`src/rtl/booth_multiplier.sv`:
```
// booth_multiplier: sequential radix-2 Booth multiplier, 8-bit M x 4-bit signed Q -> 8-bit product over four externally sequenced steps
//   clk          rising-edge clock
//   reset        asynchronous active-low reset; clears accumulator and latched operands
//   result_out   accumulator (partial sums between steps, product after step 3)
//   multiplicand 8-bit two's-complement M, sampled at step 0
//   multiplier   4-bit two's-complement Q, sampled at step 0
//   count        step index: 0..3 perform Booth step, 4..7 hold
module booth_multiplier (
    input  logic       clk,
    input  logic       reset,
    output logic [7:0] result_out,
    input  logic [7:0] multiplicand,
    input  logic [3:0] multiplier,
    input  logic [2:0] count
);
    logic [7:0] acc_q, acc_d;
    logic [7:0] m_q, m_d;
    logic [3:0] q_q, q_d;
    logic       start;
    logic [1:0] idx;
    logic [7:0] m_use;
    logic [3:0] q_use;
    logic [4:0] q_ext;
    logic [1:0] pair;
    logic [7:0] base;
    logic [7:0] m_sh;
    always_comb begin
        start = count == 3'd0;
        idx   = count[1:0];
        // step 0 works straight from the ports so a product can start without a load cycle
        m_use = start ? multiplicand : m_q;
        q_use = start ? multiplier : q_q;
        // appending q_{-1} = 0 lets every step read its pair (q_i, q_{i-1}) as two adjacent bits
        q_ext = {q_use, 1'b0} >> idx;
        pair  = q_ext[1:0];
        base  = start ? 8'h00 : acc_q;
        m_sh  = m_use << idx;
        acc_d = acc_q;
        m_d   = start ? multiplicand : m_q;
        q_d   = start ? multiplier : q_q;
        if (!count[2])
            acc_d = pair == 2'b01 ? base + m_sh :
                    pair == 2'b10 ? base - m_sh : base;
    end
    always_ff @(posedge clk or negedge reset) begin
        if (!reset) begin
            acc_q <= 8'h00;
            m_q   <= 8'h00;
            q_q   <= 4'h0;
        end else begin
            acc_q <= acc_d;
            m_q   <= m_d;
            q_q   <= q_d;
        end
    end
    assign result_out = acc_q;
endmodule

```
`config.mk`:
```
export PLATFORM = sky130hd
export DESIGN_NAME = booth_multiplier
export DESIGN_NICKNAME = d
export VERILOG_FILES = /design/src/rtl/booth_multiplier.sv
export SDC_FILE = /design/constraint.sdc
export NUM_CORES = 1
export LEC_CHECK = 0
export BUFFER_PORTS_ARGS = -buffer_cell sky130_fd_sc_hd__buf_2
export CELL_PAD_IN_SITES_DETAIL_PLACEMENT = 0
export CELL_PAD_IN_SITES_GLOBAL_PLACEMENT = 1
export CORE_MARGIN = 5
export CORE_UTILIZATION = 40
export CTS_CLUSTER_DIAMETER = 60
export CTS_CLUSTER_SIZE = 10
export DETAILED_ROUTE_END_ITERATION = 8
export GPL_TIMING_DRIVEN = 1
export HOLD_SLACK_MARGIN = 0.02
export PLACE_DENSITY = 0.84
export SLEW_MARGIN = 10
export SYNTH_ARGS = -nofsm -noshare
export SYNTH_HDL_FRONTEND = slang
export SYNTH_SLANG_ARGS = --single-unit
export TNS_END_PERCENT = 5
```
`constraint.sdc`:
```
create_clock -name clk -period 3.4 [get_ports clk]
set_clock_uncertainty 0.1 [all_clocks]
set_input_delay 0.17 -clock clk [delete_from_list [all_inputs] [get_ports clk]]
set_output_delay 0.17 -clock clk [all_outputs]
set_load 0.02 [all_outputs]
```
==> impl_metrics.env, run 1 <==
export IMPL_syn_area_per_cell_um2=8.26
export IMPL_clock_sinks=20
export IMPL_die_h_um=76.2
export IMPL_cp_required_ns=3.45
export IMPL_vdd_drop_max_v=0.000349
export IMPL_postRouteAntennaNets=0
export IMPL_grt_pass1_wl_um=7290
export IMPL_placedCellCount=285
export IMPL_r2r_slack_ns=0.76
export IMPL_drv_cap=0
export IMPL_tritoncts="yes"
export IMPL_grt_max_degree=21
export IMPL_crit_chain="buf_2, or3_1, buf_4, nand2_1, nand2_1, mux2i_1, mux2i_1, ha_1, nor3_1, o21ai_0, a31oi_1, xnor2_1, nor3_1, a221o_1"
export IMPL_rsz0062_at_grt="no"
export IMPL_numCtsBuffers=3
export IMPL_arrival_ns=2.96
export IMPL_via_per_inst=5.31
export IMPL_synthFlopType="dfrtp_1"
export IMPL_postCtsSetupBuffers=0
export IMPL_grt_overflow=0
export IMPL_routed_top_layer="met4"
export IMPL_grt_use_total=0.149
export IMPL_clk_pin_slew_ns=0.08
export IMPL_hold_buffers=8
export IMPL_io_buffers=24
export IMPL_end_kind="flop"
export IMPL_fp_coreArea_um2=4290
export IMPL_fmax_mhz=345
export IMPL_ys_seq_area_frac=0.286
export IMPL_drt_initial_drc_count=88
export IMPL_diodes=0
export IMPL_r2r_start="m_q[2]$_DFF_PN0_"
export IMPL_ys_types=42
export IMPL_initial_core_util=0.408
export IMPL_insertion_delay_ns=0.26
export IMPL_cp_slowest_cell="or3_1"
export IMPL_hold_class="in2reg"
export IMPL_synth_edf_count=0
export IMPL_tightest_slew_ns=0.806
export IMPL_hpwlAfterDp_um=3240
export IMPL_syn_cell_area_um2=1750
export IMPL_rows=24
export IMPL_grt_pass1_vias=1580
export IMPL_crit_type="in2reg"
export IMPL_holdWs_ns=0.0254
export IMPL_antenna_found_initial=0
export IMPL_cts_resized=0
export IMPL_drive_gt1_frac=0.180
export IMPL_wl_met3_um=122
export IMPL_cts_root_buf="clkbuf_8"
export IMPL_slew_viol_final=0
export IMPL_fin_setup_tns_ns=0
export IMPL_synth_cells=212
export IMPL_post_route_period_util=0.854
export IMPL_dr_total_vias=1577
export IMPL_power_leakage_nw=1.05
export IMPL_layout_cells_non_filler=297
export IMPL_wl_met1_um=2100
export IMPL_die_area_um2=5800
export IMPL_synth_seq_cells=20
export IMPL_fp_dieW_um=76.2
export IMPL_place_congestion=0.884
export IMPL_async_reset_ff_frac=1.00
export IMPL_powerDensity_nw_per_um2=686
export IMPL_worstHoldStart="multiplicand[1]"
export IMPL_cts_htree_levels=1
export IMPL_power_mw=1.44
export IMPL_boundaryPins=25
export IMPL_hold_path_end="m_q[1]$_DFF_PN0_"
export IMPL_start_kind="input pin"
export IMPL_met2_length_um=2030
export IMPL_fin_ws_ns=0.498
export IMPL_syn2layout_area_growth_pct=19.8
export IMPL_outcome="completed"
export IMPL_setup_viol=0
export IMPL_yosys_warnings=0
export IMPL_route_detailed_drc=0
export IMPL_max_clock_path_buffers=2
export IMPL_holdPathStages=3
export IMPL_syn_num_nets=246
export IMPL_min_period_ns=2.90
export IMPL_path_max_fanout=11
export IMPL_hold_viol=0
export IMPL_reg2reg_depth=11
export IMPL_dr_pass1_iters=4
export IMPL_r2r_end="result_out[6]$_DFFE_PN0N_"
export IMPL_wirelength_um=4270
export IMPL_final_nets=280
export IMPL_dp_slack_ns=0.245
export IMPL_slew_headroom=0.459
export IMPL_max_stage_delay_ns=0.52
export IMPL_wl_per_cell_um=14.4
through the flow:
step | instance area (µm²) | utilization
4_1_cts | 2100 | 0.488
2_1_floorplan | 1750 | -
5_1_grt | 2100 | 0.488
3_3_place_gp | 1950 | 0.453
6_report | 2100 | 0.488
3_5_place_dp | 1950 | 0.453
how the worst max path moves through the flow:
stage	startpoint	endpoint	slack, ns	cells after the start
after floorplan	count[0]	result_out[6]$_DFFE_PN0N_	0.19	16
after global placement	count[1]	result_out[6]$_DFFE_PN0N_	0.23	14
after detailed placement	count[1]	result_out[6]$_DFFE_PN0N_	0.25	14
after CTS	count[1]	result_out[7]$_DFFE_PN0N_	0.50	14
after global routing	count[1]	result_out[6]$_DFFE_PN0N_	0.25	15
final	count[1]	result_out[7]$_DFFE_PN0N_	0.50	14
report_power, final:
part,internal [mW],switching (mW),total [mW]
logic,0.360,0.478,0.837
clock network,0.157,0.0910,0.248
registers,0.307,0.0466,0.354
layer usage:
metal	GRT usage	vias to the layer above
met5	0	-
met4	0.0350	0
met1	0.196	741
met2	0.257	33
met3	0.0225	2
li1	-	801
registers in the layout (all words and copies together), names as in the netlist:
register,cells
m_q,8
q_q,4
result_out,8
Yosys cell counts, drive strengths merged (2+ instances only):
library cell	count	area share
a211oi	2	0.0086
a21o	2	0.0086
a21oi	8	0.023
a221o	3	0.017
a221oi	2	0.010
a31oi	3	0.011
and2	6	0.021
buf	4	0.014
clkbuf	7	0.015
dfrtp	20	0.29
fa	2	0.023
ha	15	0.11
inv	14	0.030
mux2	3	0.021
mux2i	8	0.046
mux4	2	0.026
nand2	51	0.11
nand3b	3	0.013
nor2	8	0.017
nor2b	3	0.011
nor3	6	0.017
o21a	4	0.017
o21ai	10	0.029
o21bai	4	0.017
o221ai	2	0.010
o22ai	2	0.0071
o2bb2ai	2	0.010
or2	2	0.0071
or3	2	0.0071
xnor2	4	0.020
kinds of logic after synthesis:
group	count (synthesis)	share of synthesized area
buffers and inverters	25	0.0586
multiplexers	13	0.0929
AND/OR/NAND/NOR	83	0.211
flip-flops	20	0.286
adder cells (fa/ha/maj)	17	0.130
XOR/XNOR	5	0.0250
AO/OA/AOI/OAI	49	0.197
worst max-delay path: cells and delay by family:
family	cells	cell delay [ns]
buf+inv	2	0.37
simple gates	5	0.89
xor+xnor	1	0.14
fa+ha+maj	1	0.38
compound gates	3	0.63
mux	2	0.37
cell usage in the layout (no fill, tap or decap), types with 2 or more instances in the layout:
cell	n
a221oi_1	2
o21bai_1	4
a21o_1	2
a221o_1	3
buf_2	24
or2_2	2
clkbuf_8	3
o2bb2ai_1	2
o22ai_1	2
mux2_2	2
dfrtp_1	20
mux2i_1	8
nor2_1	8
nand2_1	51
o21a_1	4
o221ai_1	2
dlygate4sd3_1	8
inv_1	14
ha_1	15
nand3b_1	3
or3_1	2
nor2b_1	3
a21oi_1	8
a31oi_1	3
a211oi_1	2
fa_1	2
nor3_1	6
and2_1	6
mux4_2	2
buf_4	8
o21ai_0	9
xnor2_1	4
final cells by class:
cell class,count,area (µm²)
tap,52,65.1
sequential,20,500
clock inverter,1,30.0
fill,424,2200
inverter,14,52.6
multi-input combinational,167,1150
timing repair buffer,40,260
clock buffer,3,41.3
Power figures use the tool's default switching activity.
==> inputs of run 2 (changes only) <==
- CORE_UTILIZATION: 40 -> 43
- HOLD_SLACK_MARGIN: 0.02 -> 0.1
- PLACE_DENSITY: 0.84 -> 0.89
- RECOVER_POWER: unset -> 100
==> run 2 against run 1 <==
Global-route usage up 2.7 points; sequential share of layout area is 0.17 points lower; flip-flop and latch count is the same; cell count is 1.0% higher; worst setup slack got worse by 0.027 ns; critical path depth down 1; final area is 0.72% higher; core utilization increased by 4.3 points; clock-buffer cell count stayed put; via count is 2.2% higher; total power shrank 0.53%; critical path type unchanged.
==> impl_metrics.env, run 2 (same netlist as run 1, synthesis figures left out) <==
export IMPL_route_detailed_drc=0
export IMPL_reg2reg_depth=5
export IMPL_crit_family="simple AND/OR/NAND/NOR gates"
export IMPL_via_per_inst=5.37
export IMPL_final_nets=285
export IMPL_place_area_um2=1940
export IMPL_fmax_mhz=341
export IMPL_fin_ws_ns=0.471
export IMPL_outcome="completed"
export IMPL_post_route_period_util=0.862
export IMPL_drive_gt1_frac=0.120
export IMPL_place_congestion=0.851
export IMPL_boundaryPins=25
export IMPL_clk_pin_slew_ns=0.08
export IMPL_grt_use_total=0.176
export IMPL_rows=23
export IMPL_final_cell_mix="nand2_1 (51), dfrtp_1 (20), ha_1 (15)"
export IMPL_dr_total_vias=1611
export IMPL_holdWs_ns=0.202
export IMPL_holdPathStages=4
export IMPL_numCtsBuffers=3
export IMPL_p_switching_mw=0.620
export IMPL_insertion_delay_ns=0.27
export IMPL_hold_class="in2reg"
export IMPL_dr_pass1_iters=4
export IMPL_tightest_slew_ns=1.10
export IMPL_grt_overflow=0
export IMPL_dp_slack_ns=0.271
export IMPL_fin_area_um2=2110
export IMPL_max_clock_path_buffers=2
export IMPL_powerDensity_nw_per_um2=678
export IMPL_postRouteAntennaNets=0
export IMPL_p_comb_frac=0.578
export IMPL_crit_chain="buf_2, or3_1, nand2_1, nand2_1, mux2i_1, o21ai_0, ha_1, nor3_1, o21ai_0, a31oi_1, xnor2_1, nor3_1, a221o_1"
export IMPL_hold_viol=0
export IMPL_grt_pass1_vias=1583
export IMPL_slew_headroom=0.267
export IMPL_final_common_cell="nand2_1"
export IMPL_placedCellCount=283
export IMPL_wl_per_cell_um=14.5
export IMPL_drt_initial_drc_count=69
export IMPL_cts_htree_levels=1
export IMPL_die_h_um=73.8
export IMPL_slew_viol_final=0
export IMPL_swShare=0.433
export IMPL_diodes=0
export IMPL_clock_sinks=20
export IMPL_cts_root_buf="clkbuf_8"
export IMPL_fin_setup_tns_ns=0
export IMPL_die_area_um2=5450
export IMPL_start_kind="input pin"
export IMPL_path_buf_inv=1
export IMPL_cp_required_ns=3.46
export IMPL_rsz0062_at_grt="no"
export IMPL_seqPwrFrac=0.248
export IMPL_setup_viol=0
export IMPL_p_clk_frac=0.174
export IMPL_cp_depth=13
export IMPL_drv_cap=0
export IMPL_crit_type="in2reg"
export IMPL_layout_cells_non_filler=300
export IMPL_min_period_ns=2.93
export IMPL_vdd_drop_max_v=0.000395
export IMPL_wirelength_um=4360
export IMPL_end_kind="flop"
export IMPL_path_max_fanout=11
export IMPL_fp_coreArea_um2=3970
export IMPL_power_leakage_nw=1.03
export IMPL_initial_core_util=0.441
export IMPL_intPower_mw=0.812
export IMPL_grt_max_degree=21
export IMPL_hpwlAfterDp_um=3210
export IMPL_grt_pass1_wl_um=7460
export IMPL_syn2layout_area_growth_pct=20.7
export IMPL_io_buffers=24
export IMPL_cts_resized=0
export IMPL_fillers=398
export IMPL_arrival_ns=2.99
export IMPL_max_stage_delay_ns=0.55
export IMPL_cp_slowest_cell="or3_1"
export IMPL_fp_dieW_um=73.8
export IMPL_tritoncts="yes"
export IMPL_antenna_found_initial=0
## run 2: cell count changes in the layout (fill, tap and decap cells not counted), sizes merged
cell,before,now
clkbuf,3,15
buf,32,20
dlygate4sd3,8,13
## run 2: path summary, 6_finish.rpt
kind                                              to             start  slack, ns
max in group asynchronous  result_out[4]$_DFFE_PN0N_             reset       2.02
min reg2reg                         q_q[3]$_DFF_PN0_  q_q[3]$_DFF_PN0_       0.39
min in group asynchronous           q_q[3]$_DFF_PN0_             reset       0.52
max                        result_out[7]$_DFFE_PN0N_          count[1]       0.47
min                                 m_q[0]$_DFF_PN0_          count[2]       0.20
max reg2reg                result_out[7]$_DFFE_PN0N_  q_q[0]$_DFF_PN0_       0.68
## run 2: worst register-to-register path: cells and delay by family (launching register included)
kind | cells | cell delay (ns)
simple gates | 1 | 0.56
compound gates | 2 | 0.76
mux | 2 | 0.79
flops | 1 | 0.40
## run 2: per-layer routing
layer,part of all wire,track usage,vias up
met5,0,0,-
met4,0.018,0.0523,0
met3,0.035,0.0260,9
met2,0.46,0.292,30
met1,0.49,0.234,756
li1,-,-,816
## run 2: power groups by stage
| stage | Sequential (mW) | Clock [mW] | Combinational (mW) |
|---|---|---|---|
| 3_5_place_dp | 0.360 | 0 | 0.824 |
| 4_1_cts | 0.355 | 0.254 | 0.842 |
| 2_1_floorplan | 0.409 | 0 | 0.585 |
| 3_3_place_gp | 0.359 | 0 | 0.827 |
| 6_report | 0.356 | 0.249 | 0.827 |
| 5_1_grt | 0.367 | 0.264 | 0.938 |
## run 2: cell type report
cell class                      count  area (µm²)  share of cell area
Clock inverter                      1        30.0              0.0142
Tap cell                           50        62.6              0.0296
Multi-Input combinational cell    167        1130               0.537
Clock buffer                        3        41.3              0.0195
Inverter                           14        52.6              0.0249
Timing Repair Buffer               45         290               0.137
Sequential cell                    20         500               0.237
## run 2: metrics by stage
stage               utilization  power (mW)
global route              0.532        1.57
global placement          0.489        1.19
floorplan                     -       0.994
finish                    0.532        1.43
CTS                       0.540        1.45
detailed placement        0.489        1.18
## run 2: timing repair
| item | in CTS | in global routing |
|---|---|---|
| hold endpoints to repair | 32 | 0 |
| setup buffers | 0 | 0 |
| hold buffers | 13 | 0 |
